$ cat src/rtl/donut_march_ctl.sv
// Ray sequencer for the donuthit datapath: accepts a ray, marches STEPS cycles, returns a shade.
// Optional macro DONUT_MARCH_EARLY_EXIT_EN ends the march on the first observed miss.
module donut_march_ctl #(
  parameter int unsigned STEPS   = 8,
  parameter int unsigned TAG_W   = 10,
  parameter logic [7:0]  BG      = 8'd0,
  parameter logic [7:0]  AMBIENT = 8'd16
) (
  input  logic                clk,
  input  logic                rst_n,
  input  logic                req_valid,
  output logic                req_ready,
  input  logic [TAG_W-1:0]    req_tag,
  output logic                dh_start,
  input  logic                dh_hit,
  input  logic signed [15:0]  dh_light,
  output logic                res_valid,
  input  logic                res_ready,
  output logic [TAG_W-1:0]    res_tag,
  output logic                res_hit,
  output logic [7:0]          res_shade,
  output logic                busy
);

  typedef enum logic [1:0] {StIdle, StMarch, StDone} state_e;

  state_e             r_state, w_state_nxt;
  logic [7:0]         r_cnt, w_cnt_nxt;
  logic [TAG_W-1:0]   r_req_tag;
  logic [TAG_W-1:0]   r_res_tag;
  logic               r_res_hit;
  logic [7:0]         r_res_shade;
  logic               w_accept;
  logic               w_capture;
  logic [16:0]        w_lpos;
  logic [16:0]        w_sum;
  logic [7:0]         w_shade;

  // Negative light clamps to zero; 17 bits cannot overflow with AMBIENT added.
  always_comb begin
    w_lpos  = dh_light[15] ? 17'd0 : {1'b0, dh_light};
    w_sum   = {9'd0, AMBIENT} + (w_lpos >> 1);
    w_shade = BG;
    if (dh_hit) begin
      w_shade = (w_sum > 17'd255) ? 8'hFF : w_sum[7:0];
    end
  end

  always_comb begin
    w_state_nxt = r_state;
    w_cnt_nxt   = r_cnt;
    w_accept    = 1'b0;
    w_capture   = 1'b0;
    unique case (r_state)
      StIdle: begin
        if (req_valid) begin
          w_accept    = 1'b1;
          w_cnt_nxt   = 8'(STEPS);
          w_state_nxt = StMarch;
        end
      end
      StMarch: begin
        w_cnt_nxt = r_cnt - 8'd1;
        if (r_cnt == 8'd1) begin
          w_capture = 1'b1;
        end
`ifdef DONUT_MARCH_EARLY_EXIT_EN
        // A miss is final within a ray, so stopping now gives the same result sooner.
        if (!dh_hit) begin
          w_capture = 1'b1;
        end
`endif
        if (w_capture) begin
          w_state_nxt = StDone;
        end
      end
      StDone: begin
        if (res_ready) begin
          w_state_nxt = StIdle;
        end
      end
      default: w_state_nxt = StIdle;
    endcase
  end

  always_ff @(posedge clk or negedge rst_n) begin
    if (!rst_n) begin
      r_state     <= StIdle;
      r_cnt       <= 8'd0;
      r_req_tag   <= '0;
      r_res_tag   <= '0;
      r_res_hit   <= 1'b0;
      r_res_shade <= 8'd0;
    end else begin
      r_state <= w_state_nxt;
      r_cnt   <= w_cnt_nxt;
      if (w_accept) begin
        r_req_tag <= req_tag;
      end
      if (w_capture) begin
        r_res_tag   <= r_req_tag;
        r_res_hit   <= dh_hit;
        r_res_shade <= w_shade;
      end
    end
  end

  // Handshake outputs are held low while reset is asserted.
  assign req_ready = rst_n && (r_state == StIdle);
  assign dh_start  = rst_n && w_accept;
  assign res_valid = (r_state == StDone);
  assign busy      = (r_state != StIdle);
  assign res_tag   = r_res_tag;
  assign res_hit   = r_res_hit;
  assign res_shade = r_res_shade;

endmodule

$ cat config.mk
export PLATFORM = sky130hd
export DESIGN_NAME = donut_march_ctl
export DESIGN_NICKNAME = d
export VERILOG_FILES = /design/src/rtl/donut_march_ctl.sv
export SDC_FILE = /design/constraint.sdc
export NUM_CORES = 1
export LEC_CHECK = 0
export ABC_AREA = 1
export ABC_CLOCK_PERIOD_IN_PS = 2090
export BUFFER_PORTS_ARGS = -buffer_cell sky130_fd_sc_hd__buf_4
export CORE_MARGIN = 2
export CORE_UTILIZATION = 50
export CTS_BUF_LIST = sky130_fd_sc_hd__clkbuf_4
export DETAILED_ROUTE_END_ITERATION = 16
export PLACE_DENSITY_LB_ADDON = 0.08
export SYNTH_ARGS = -nofsm -noshare
export SYNTH_HDL_FRONTEND = slang
export SYNTH_SLANG_ARGS = --single-unit
$ cat constraint.sdc
create_clock -name clk -period 2.09 [get_ports clk]
set_clock_uncertainty 0.2 [all_clocks]
set_input_delay 0.3135 -clock clk [delete_from_list [all_inputs] [get_ports clk]]
set_output_delay 0.3135 -clock clk [all_outputs]
set_load 0.01 [all_outputs]
==> results.yml, run 1 <==
worst_setup_path:
  worstSetupEndpointType: "primary output"
  crit_required_ns: 1.58
  timing.critical_path.max_delay_family: "simple AND/OR/NAND/NOR gates"
  worstSetupPathType: "reg2out"
  cp_common_cell: "sky130_fd_sc_hd__nor2_1"
  worst_ep_arrival_time_ns: 1.34
  worst_setup_path_start_kind: "flip-flop"
  crit_slowest_cell: "sky130_fd_sc_hd__dfrtp_1"
  worstPathBufferInverterCount: 1
  critical_path.max_fanout: 8
  critical_path.max_stage_delay_ns: 0.42
  crit_chain: "nor2_1 -> nand2_1 -> nor2_1 -> buf_4"
floorplan:
  dieArea_sq_um: 4385
  io-pin-count: 54
  placeableCoreArea_sq_um: 3689
  width_of_the_die_um: 66.22
  floorplan.initialDensity: 0.5248
  number_of_placement_rows: 22
  die_y_um: 66.22
timing:
  ratio_of_final_minimum_period_to_clock_period: 0.8874
  worst_pin_slew_ns: 0.4743
  finalSetupTns_ns: 0
  hold_viol: 0
  finalSetupViolations: 0
  setup_repair_after_global_routing_missed_its_margin: "false"
  setup_slack_ns: 0.2353
  achievable-frequency_mhz: 539.2
  timing_max_transition_violations_final: 0
  min_period_ns: 1.855
  slew_headroom: 0.6838
global_route:
  number_of_antenna_violations_at_the_first_check_in_global_routing: 0
  grt-busiest-layer: "met2"
  globalRouteTotalUtil: 0.1984
  use_met1: 0.2497
  pin_count_of_the_biggest_net_entering_global_routing: 40
  global_route.usage.met2: 0.3375
  grt_use_met3: 0.05451
  grt_first_pass_wirelength_um: 6699
  gr-total-overflow: 0
  grt_pass1_vias: 1620
route:
  wl_um: 3825
  drc: 0
  detail_route.wl_per_cell_um: 10.37
  post_drt_via_cell_ratio: 4.802
  firstDrtPassIters: 4
  antenna_viol_nets_final: 0
  detail_route.iter0.violations: 89
  dr_total_vias: 1772
layout:
  fin_area_sq_um: 2594
  drive_above_1_share: 0.2368
  antennaDiodeCount: 0
  synthToLayoutAreaGrowth_pct: 34.00
  finish.net_count: 354
synth:
  postSynthCellCount: 249
  post-synth-top-area-cell: "sky130_fd_sc_hd__dfrtp_1"
  edff_count_synth: 0
  top_cells_by_instance_count_after_synthesis: "84 x sky130_fd_sc_hd__nand2_1, 39 x sky130_fd_sc_hd__dfrtp_1, 33 x sky130_fd_sc_hd__inv_1"
  synth.yosys.warnings: 0
  postSynthAreaPerCell_sq_um: 7.774
  synth-seq-cells: 39
  synthDistinctLibCells: 25
  synth_async_sr_flop_share: 1.000
  mappedNetlistNets: 283
  synth.most_common_cell: "sky130_fd_sc_hd__nand2_1"
  synth.top_cell.area_share: 0.5042
  dominantRegCellSynth: "sky130_fd_sc_hd__dfrtp_1"
  main_area_contributors_after_synthesis: "sky130_fd_sc_hd__dfrtp_1 50%, sky130_fd_sc_hd__nand2_1 16%, sky130_fd_sc_hd__inv_1 6.4%"
  ys_seq_area_frac: 0.5042
  mappedNetlistArea_sq_um: 1936
placed_design:
  pre_cts_ws_ns: -0.02905
  count_of_input_and_output_buffers: 52
  place_hpwl_um: 2781
  post_placement_cell_area_sq_um: 2406
  place.gp.congestion: 0.7578
flow_run:
  cap_viol_max_count: 0
cts:
  cts_hold_repair.buffers: 13
  setup_fix_bufs_post_cts: 0
  cts_made_buffers: 5
  cts_htree_levels: 2
  clk_pin_slew_ns: 0.10
  numClockSinks: 39
  cts.root.buffer_cell: "sky130_fd_sc_hd__clkbuf_4"
  clk_path_buf_depth: 2
  worstSkewPairLatency_ns: 0.34
  tritoncts: "built"
  cts.repair.resized: 0
power:
  power-per-cell-area_nw_per_um2: 1095
  worst_ir_drop_vdd_mv: 0.6115
  p_leak_uw: 0.001375
status:
  run_status: "finished, final reports clean"
hold_path:
  min_path_type: "in2reg"
[state kept, by name, summed over array words and instances, names as in the netlist]
name and cells:
res_hit 1, r_req_tag 10, res_tag 10, r_state 2, r_cnt 8, res_shade 8
[metal layers]
| metal | share of wire | vias to the layer above |
|---|---|---|
| met5 | 0 | - |
| met4 | 0.0055 | 0 |
| met3 | 0.049 | 2 |
| met2 | 0.48 | 43 |
| met1 | 0.47 | 804 |
| li1 | - | 923 |
[power by group]
group / switching [uW] / internal [uW] / total [uW]
Clock: 240 / 143 / 383
Sequential: 187 / 1110 / 1290
Combinational: 616 / 549 / 1160
Total: 1040 / 1800 / 2840
[tightest hold or removal path, cell delays in order]
cell	delay (ns)
sky130_fd_sc_hd__buf_4	0.08
sky130_fd_sc_hd__nand2_1	0.04
sky130_fd_sc_hd__nand3_1	0.07
sky130_fd_sc_hd__nand2_1	0.05
sky130_fd_sc_hd__nand2_1	0.04
[metrics by stage]
step	power, uW	utilization	hold WS (ns)	std cells
finish	2841	0.7032	0.1025	369
global route	3119	0.7032	0.1049	369
CTS	2874	0.7032	0.08874	369
detailed placement	2466	0.6523	0.2085	348
global placement	2427	0.6523	0.2047	348
floorplan	1938	-	-0.1821	249
[final timing paths]
| kind | cells after the start | startpoint | end | slack (ns) |
|---|---|---|---|---|
| worst min-delay path | 5 | dh_light[4] | res_shade[3]$_DFFE_PN0P_ | 0.10 |
| worst max-delay path | 4 | r_state[0]$_DFFE_PN0P_ | dh_start | 0.24 |
| min in group asynchronous | 3 | rst_n | r_cnt[7]$_DFFE_PN0P_ | 0.36 |
| worst min register to register | 2 | res_hit$_DFFE_PN0P_ | res_hit$_DFFE_PN0P_ | 0.29 |
| max in group asynchronous | 3 | rst_n | res_tag[2]$_DFFE_PN0P_ | 0.99 |
| worst max register to register | 9 | r_cnt[2]$_DFFE_PN0P_ | res_tag[4]$_DFFE_PN0P_ | 0.34 |
[placed cells by master (no fill, tap or decap), types with 2 or more instances in the layout]
cell type                        n
sky130_fd_sc_hd__inv_1          33
sky130_fd_sc_hd__dfrtp_1        39
sky130_fd_sc_hd__nand4_1         3
sky130_fd_sc_hd__nand3_1        15
sky130_fd_sc_hd__o31ai_1         2
sky130_fd_sc_hd__nand2_4         2
sky130_fd_sc_hd__o21ai_0        18
sky130_fd_sc_hd__ha_1            3
sky130_fd_sc_hd__o21ai_1         8
sky130_fd_sc_hd__nand2_2         4
sky130_fd_sc_hd__nand2_1        84
sky130_fd_sc_hd__inv_2           2
sky130_fd_sc_hd__buf_4          56
sky130_fd_sc_hd__clkbuf_4        6
sky130_fd_sc_hd__dlygate4sd3_1  13
sky130_fd_sc_hd__nor2_1         20
[final cells by class]
cell class                      count  area (sq um)
Multi-Input combinational cell    169         798.3
Inverter                           35         131.4
Timing Repair Buffer               70         570.5
Clock buffer                        6         45.04
Sequential cell                    39         975.9
Tap cell                           48         60.06
Clock inverter                      2         12.51
Fill cell                         326          1095
[logic make-up (layout without fill, tap and decap cells)]
kind of cell / Yosys count / count (layout) / share of synthesized area
simple gates: 134 / 134 / 0.3038
buf+inv: 41 / 113 / 0.08339
flops: 39 / 39 / 0.5042
compound gates: 31 / 31 / 0.08468
fa+ha+maj: 3 / 3 / 0.01939
xor+xnor: 1 / 1 / 0.004526
Note: power is estimated with default switching activity, not from simulation.
==> inputs of run 2 (changes only) <==
- ABC_AREA: 1 -> not set
- CORE_MARGIN: 2 -> not set
- CTS_BUF_LIST: sky130_fd_sc_hd__clkbuf_4 -> sky130_fd_sc_hd__clkbuf_4 sky130_fd_sc_hd__clkbuf_8 sky130_fd_sc_hd__clkbuf_16
==> results.yml, run 2 <==
floorplan:
  die_y_um: 62.43
  placeableCoreArea_sq_um: 3416
  number_of_placement_rows: 21
  io-pin-count: 54
  width_of_the_die_um: 62.43
  floorplan.initialDensity: 0.5344
  dieArea_sq_um: 3897
worst_setup_path:
  worstPathBufferInverterCount: 2
  crit_chain: "inv_1 -> ha_1 -> nor3b_1 -> buf_4 -> and4_1 -> a21oi_1 -> a41oi_1"
  regToRegSetupSlack_ns: 0.19
  worst_setup_path_start_kind: "flip-flop"
  worstSetupPathType: "reg2reg"
  crit_path_start: "r_cnt[1]$_DFFE_PN0P_"
  worstSetupEndpointType: "flip-flop"
  worst_r2r_endpoint: "res_shade[4]$_DFFE_PN0P_"
  critical_path.max_fanout: 9
  crit_end: "res_shade[4]$_DFFE_PN0P_"
  timing.critical_path.max_delay_family: "simple AND/OR/NAND/NOR gates"
  critical_path.max_stage_delay_ns: 0.42
  timing.critical_path.depth: 7
  crit_slowest_cell: "sky130_fd_sc_hd__dfrtp_1"
  timing.rr.start: "r_cnt[1]$_DFFE_PN0P_"
  worst_ep_arrival_time_ns: 1.97
  r2r.worst_path.cells: 7
  crit_required_ns: 2.16
power:
  power_frac_clock: 0.176
  switching_share: 0.3389
  total_power_uw: 2864
  worst_ir_drop_vdd_mv: 0.6570
  pwr-share-seq: 0.457
  cell_internal_pwr_uw: 1893
  power-per-cell-area_nw_per_um2: 1147
  p_leak_uw: 0.001243
  power_switching_uw: 970.8
  part_of_the_power_in_combinational_logic: 0.367
cts:
  cts.root.buffer_cell: "sky130_fd_sc_hd__clkbuf_4"
  numClockSinks: 39
  clk_path_buf_depth: 2
  setup_fix_bufs_post_cts: 0
  cts_made_buffers: 5
  cts.repair.resized: 0
  clk_pin_slew_ns: 0.12
  tritoncts: "built"
  cts_hold_repair.buffers: 11
  cts_htree_levels: 2
  worstSkewPairLatency_ns: 0.35
global_route:
  gr-total-overflow: 0
  globalRouteTotalUtil: 0.2352
  pin_count_of_the_biggest_net_entering_global_routing: 40
  number_of_antenna_violations_at_the_first_check_in_global_routing: 0
  grt_pass1_vias: 1582
  grt_first_pass_wirelength_um: 7148
layout:
  antennaDiodeCount: 0
  drive_above_1_share: 0.3307
  finish.net_count: 284
  finish.cell_count_without_fillers: 297
  most-common-layout-cells: "60 x sky130_fd_sc_hd__buf_4, 39 x sky130_fd_sc_hd__dfrtp_1, 36 x sky130_fd_sc_hd__nand2_1"
  most_common_library_cell_in_the_layout_ignoring_fill_and_taps: "sky130_fd_sc_hd__buf_4"
  post-route-util: 0.7308
  synthToLayoutAreaGrowth_pct: 36.74
synth:
  top_cells_by_instance_count_after_synthesis: "39 x sky130_fd_sc_hd__dfrtp_1, 36 x sky130_fd_sc_hd__nand2_1, 14 x sky130_fd_sc_hd__a21oi_1"
  postSynthAreaPerCell_sq_um: 10.31
  ys_seq_area_frac: 0.5346
  synth.most_common_cell: "sky130_fd_sc_hd__dfrtp_1"
  synth_async_sr_flop_share: 1.000
  synth-seq-cells: 39
  edff_count_synth: 0
  mappedNetlistArea_sq_um: 1826
  main_area_contributors_after_synthesis: "sky130_fd_sc_hd__dfrtp_1 53%, sky130_fd_sc_hd__nand2_1 7.4%, sky130_fd_sc_hd__mux2_2 6.8%"
  dominantRegCellSynth: "sky130_fd_sc_hd__dfrtp_1"
  synth.top_cell.area_share: 0.5346
  synthDistinctLibCells: 36
  mappedNetlistNets: 211
  post-synth-top-area-cell: "sky130_fd_sc_hd__dfrtp_1"
  synth.yosys.warnings: 0
  postSynthCellCount: 177
placed_design:
  placed_cells_incl_taps: 277
  count_of_input_and_output_buffers: 52
  place.gp.congestion: 0.8542
  place_hpwl_um: 2967
route:
  detail_route.wl_per_cell_um: 13.82
  dr_total_vias: 1611
  wl_um: 4104
  antenna_viol_nets_final: 0
  detail_route.iter0.violations: 124
  drc: 0
  post_drt_via_cell_ratio: 5.424
  firstDrtPassIters: 4
timing:
  setup_repair_after_global_routing_missed_its_margin: "false"
  timing_max_transition_violations_final: 0
  timing.hold.ws_ns: 0.09555
  finalSetupTns_ns: 0
  achievable-frequency_mhz: 527.2
  finalSetupViolations: 0
  hold_viol: 0
  min_period_ns: 1.897
  ratio_of_final_minimum_period_to_clock_period: 0.9076
  worst_pin_slew_ns: 0.5459
  slew_headroom: 0.6352
status:
  run_status: "finished, final reports clean"
hold_path:
  min_path_type: "in2reg"
flow_run:
  cap_viol_max_count: 0
## run 2: changes by cell type in the layout (fill, tap and decap cells not counted), moves of 7 or more
| cell | before | now |
|---|---|---|
| sky130_fd_sc_hd__o21ai_0 | 18 | 8 |
| sky130_fd_sc_hd__mux2_2 | 0 | 11 |
| sky130_fd_sc_hd__o21ai_1 | 8 | 1 |
| sky130_fd_sc_hd__inv_1 | 33 | 7 |
| sky130_fd_sc_hd__a31oi_1 | 0 | 8 |
| sky130_fd_sc_hd__nand2_1 | 84 | 36 |
| sky130_fd_sc_hd__nor2_1 | 20 | 4 |
| sky130_fd_sc_hd__a21oi_1 | 1 | 14 |
| sky130_fd_sc_hd__nand3_1 | 15 | 8 |
## run 2: logic make-up (layout without fill, tap and decap cells)
kind of cell,after synthesis,after routing,synth area share
and+or+nand+nor,68,68,0.1940
muxes,11,11,0.06786
DFF,39,39,0.5346
adders and majority gates,3,3,0.02056
AOI/OAI and AO/OA,39,39,0.1282
xor gates and xnor gates,4,4,0.01919
buffers and inverters,13,87,0.03565
## run 2: tightest hold or removal path, delay by kind of cell
kind / cells / cell delay (ns)
AO/OA/AOI/OAI: 2 / 0.21
buffers and inverters: 1 / 0.08
## run 2: cell type report
type                            count  area [sq um]
Timing Repair Buffer               72         570.5
Sequential cell                    39         975.9
Tap cell                           46         57.56
Clock inverter                      3         43.79
Fill cell                         252         919.6
Multi-Input combinational cell    125         784.5
Clock buffer                        5         37.54
Inverter                            7         26.28
## run 2: worst min path at each step
| stage | startpoint | to | slack [ns] | cells past startpoint |
|---|---|---|---|---|
| floorplan | rst_n | r_cnt[0]$_DFFE_PN0P_ | -0.18 | 0 |
| finish | dh_light[3] | res_shade[2]$_DFFE_PN0P_ | 0.1 | 3 |
| detailed placement | rst_n | r_cnt[5]$_DFFE_PN0P_ | 0.21 | 2 |
| CTS | req_tag[8] | r_req_tag[8]$_DFFE_PN0P_ | 0.009 | 2 |
| global route | dh_light[1] | res_shade[0]$_DFFE_PN0P_ | 0.09 | 3 |
| global placement | rst_n | r_cnt[5]$_DFFE_PN0P_ | 0.20 | 2 |
## run 2: layer usage
layer / vias to the layer above / wire length (um) / global-route usage
met1: 775 / 1742 / 0.2952
li1: 780 / - / -
met5: - / 0 / 0
met3: 6 / 178 / 0.05109
met4: 0 / 57 / 0.07849
met2: 50 / 2125 / 0.4022
## run 2: power groups by stage
stage                     clock network, uW  registers, uW  logic, uW
final                                   504           1310       1050
after floorplan                           0           1330        575
after detailed placement                  0           1330       1050
after global placement                    0           1290        996
after global routing                    548           1350       1160
after CTS                               515           1310       1070
## run 2: per-stage QoR
stage          setup slack [ns]  area (sq um)
6_report                 0.1931          2496
5_1_grt                 0.04102          2496
4_1_cts                  0.1921          2486
3_5_place_dp           -0.01542          2295
3_3_place_gp            0.04542          2295
2_1_floorplan            0.1786          1826
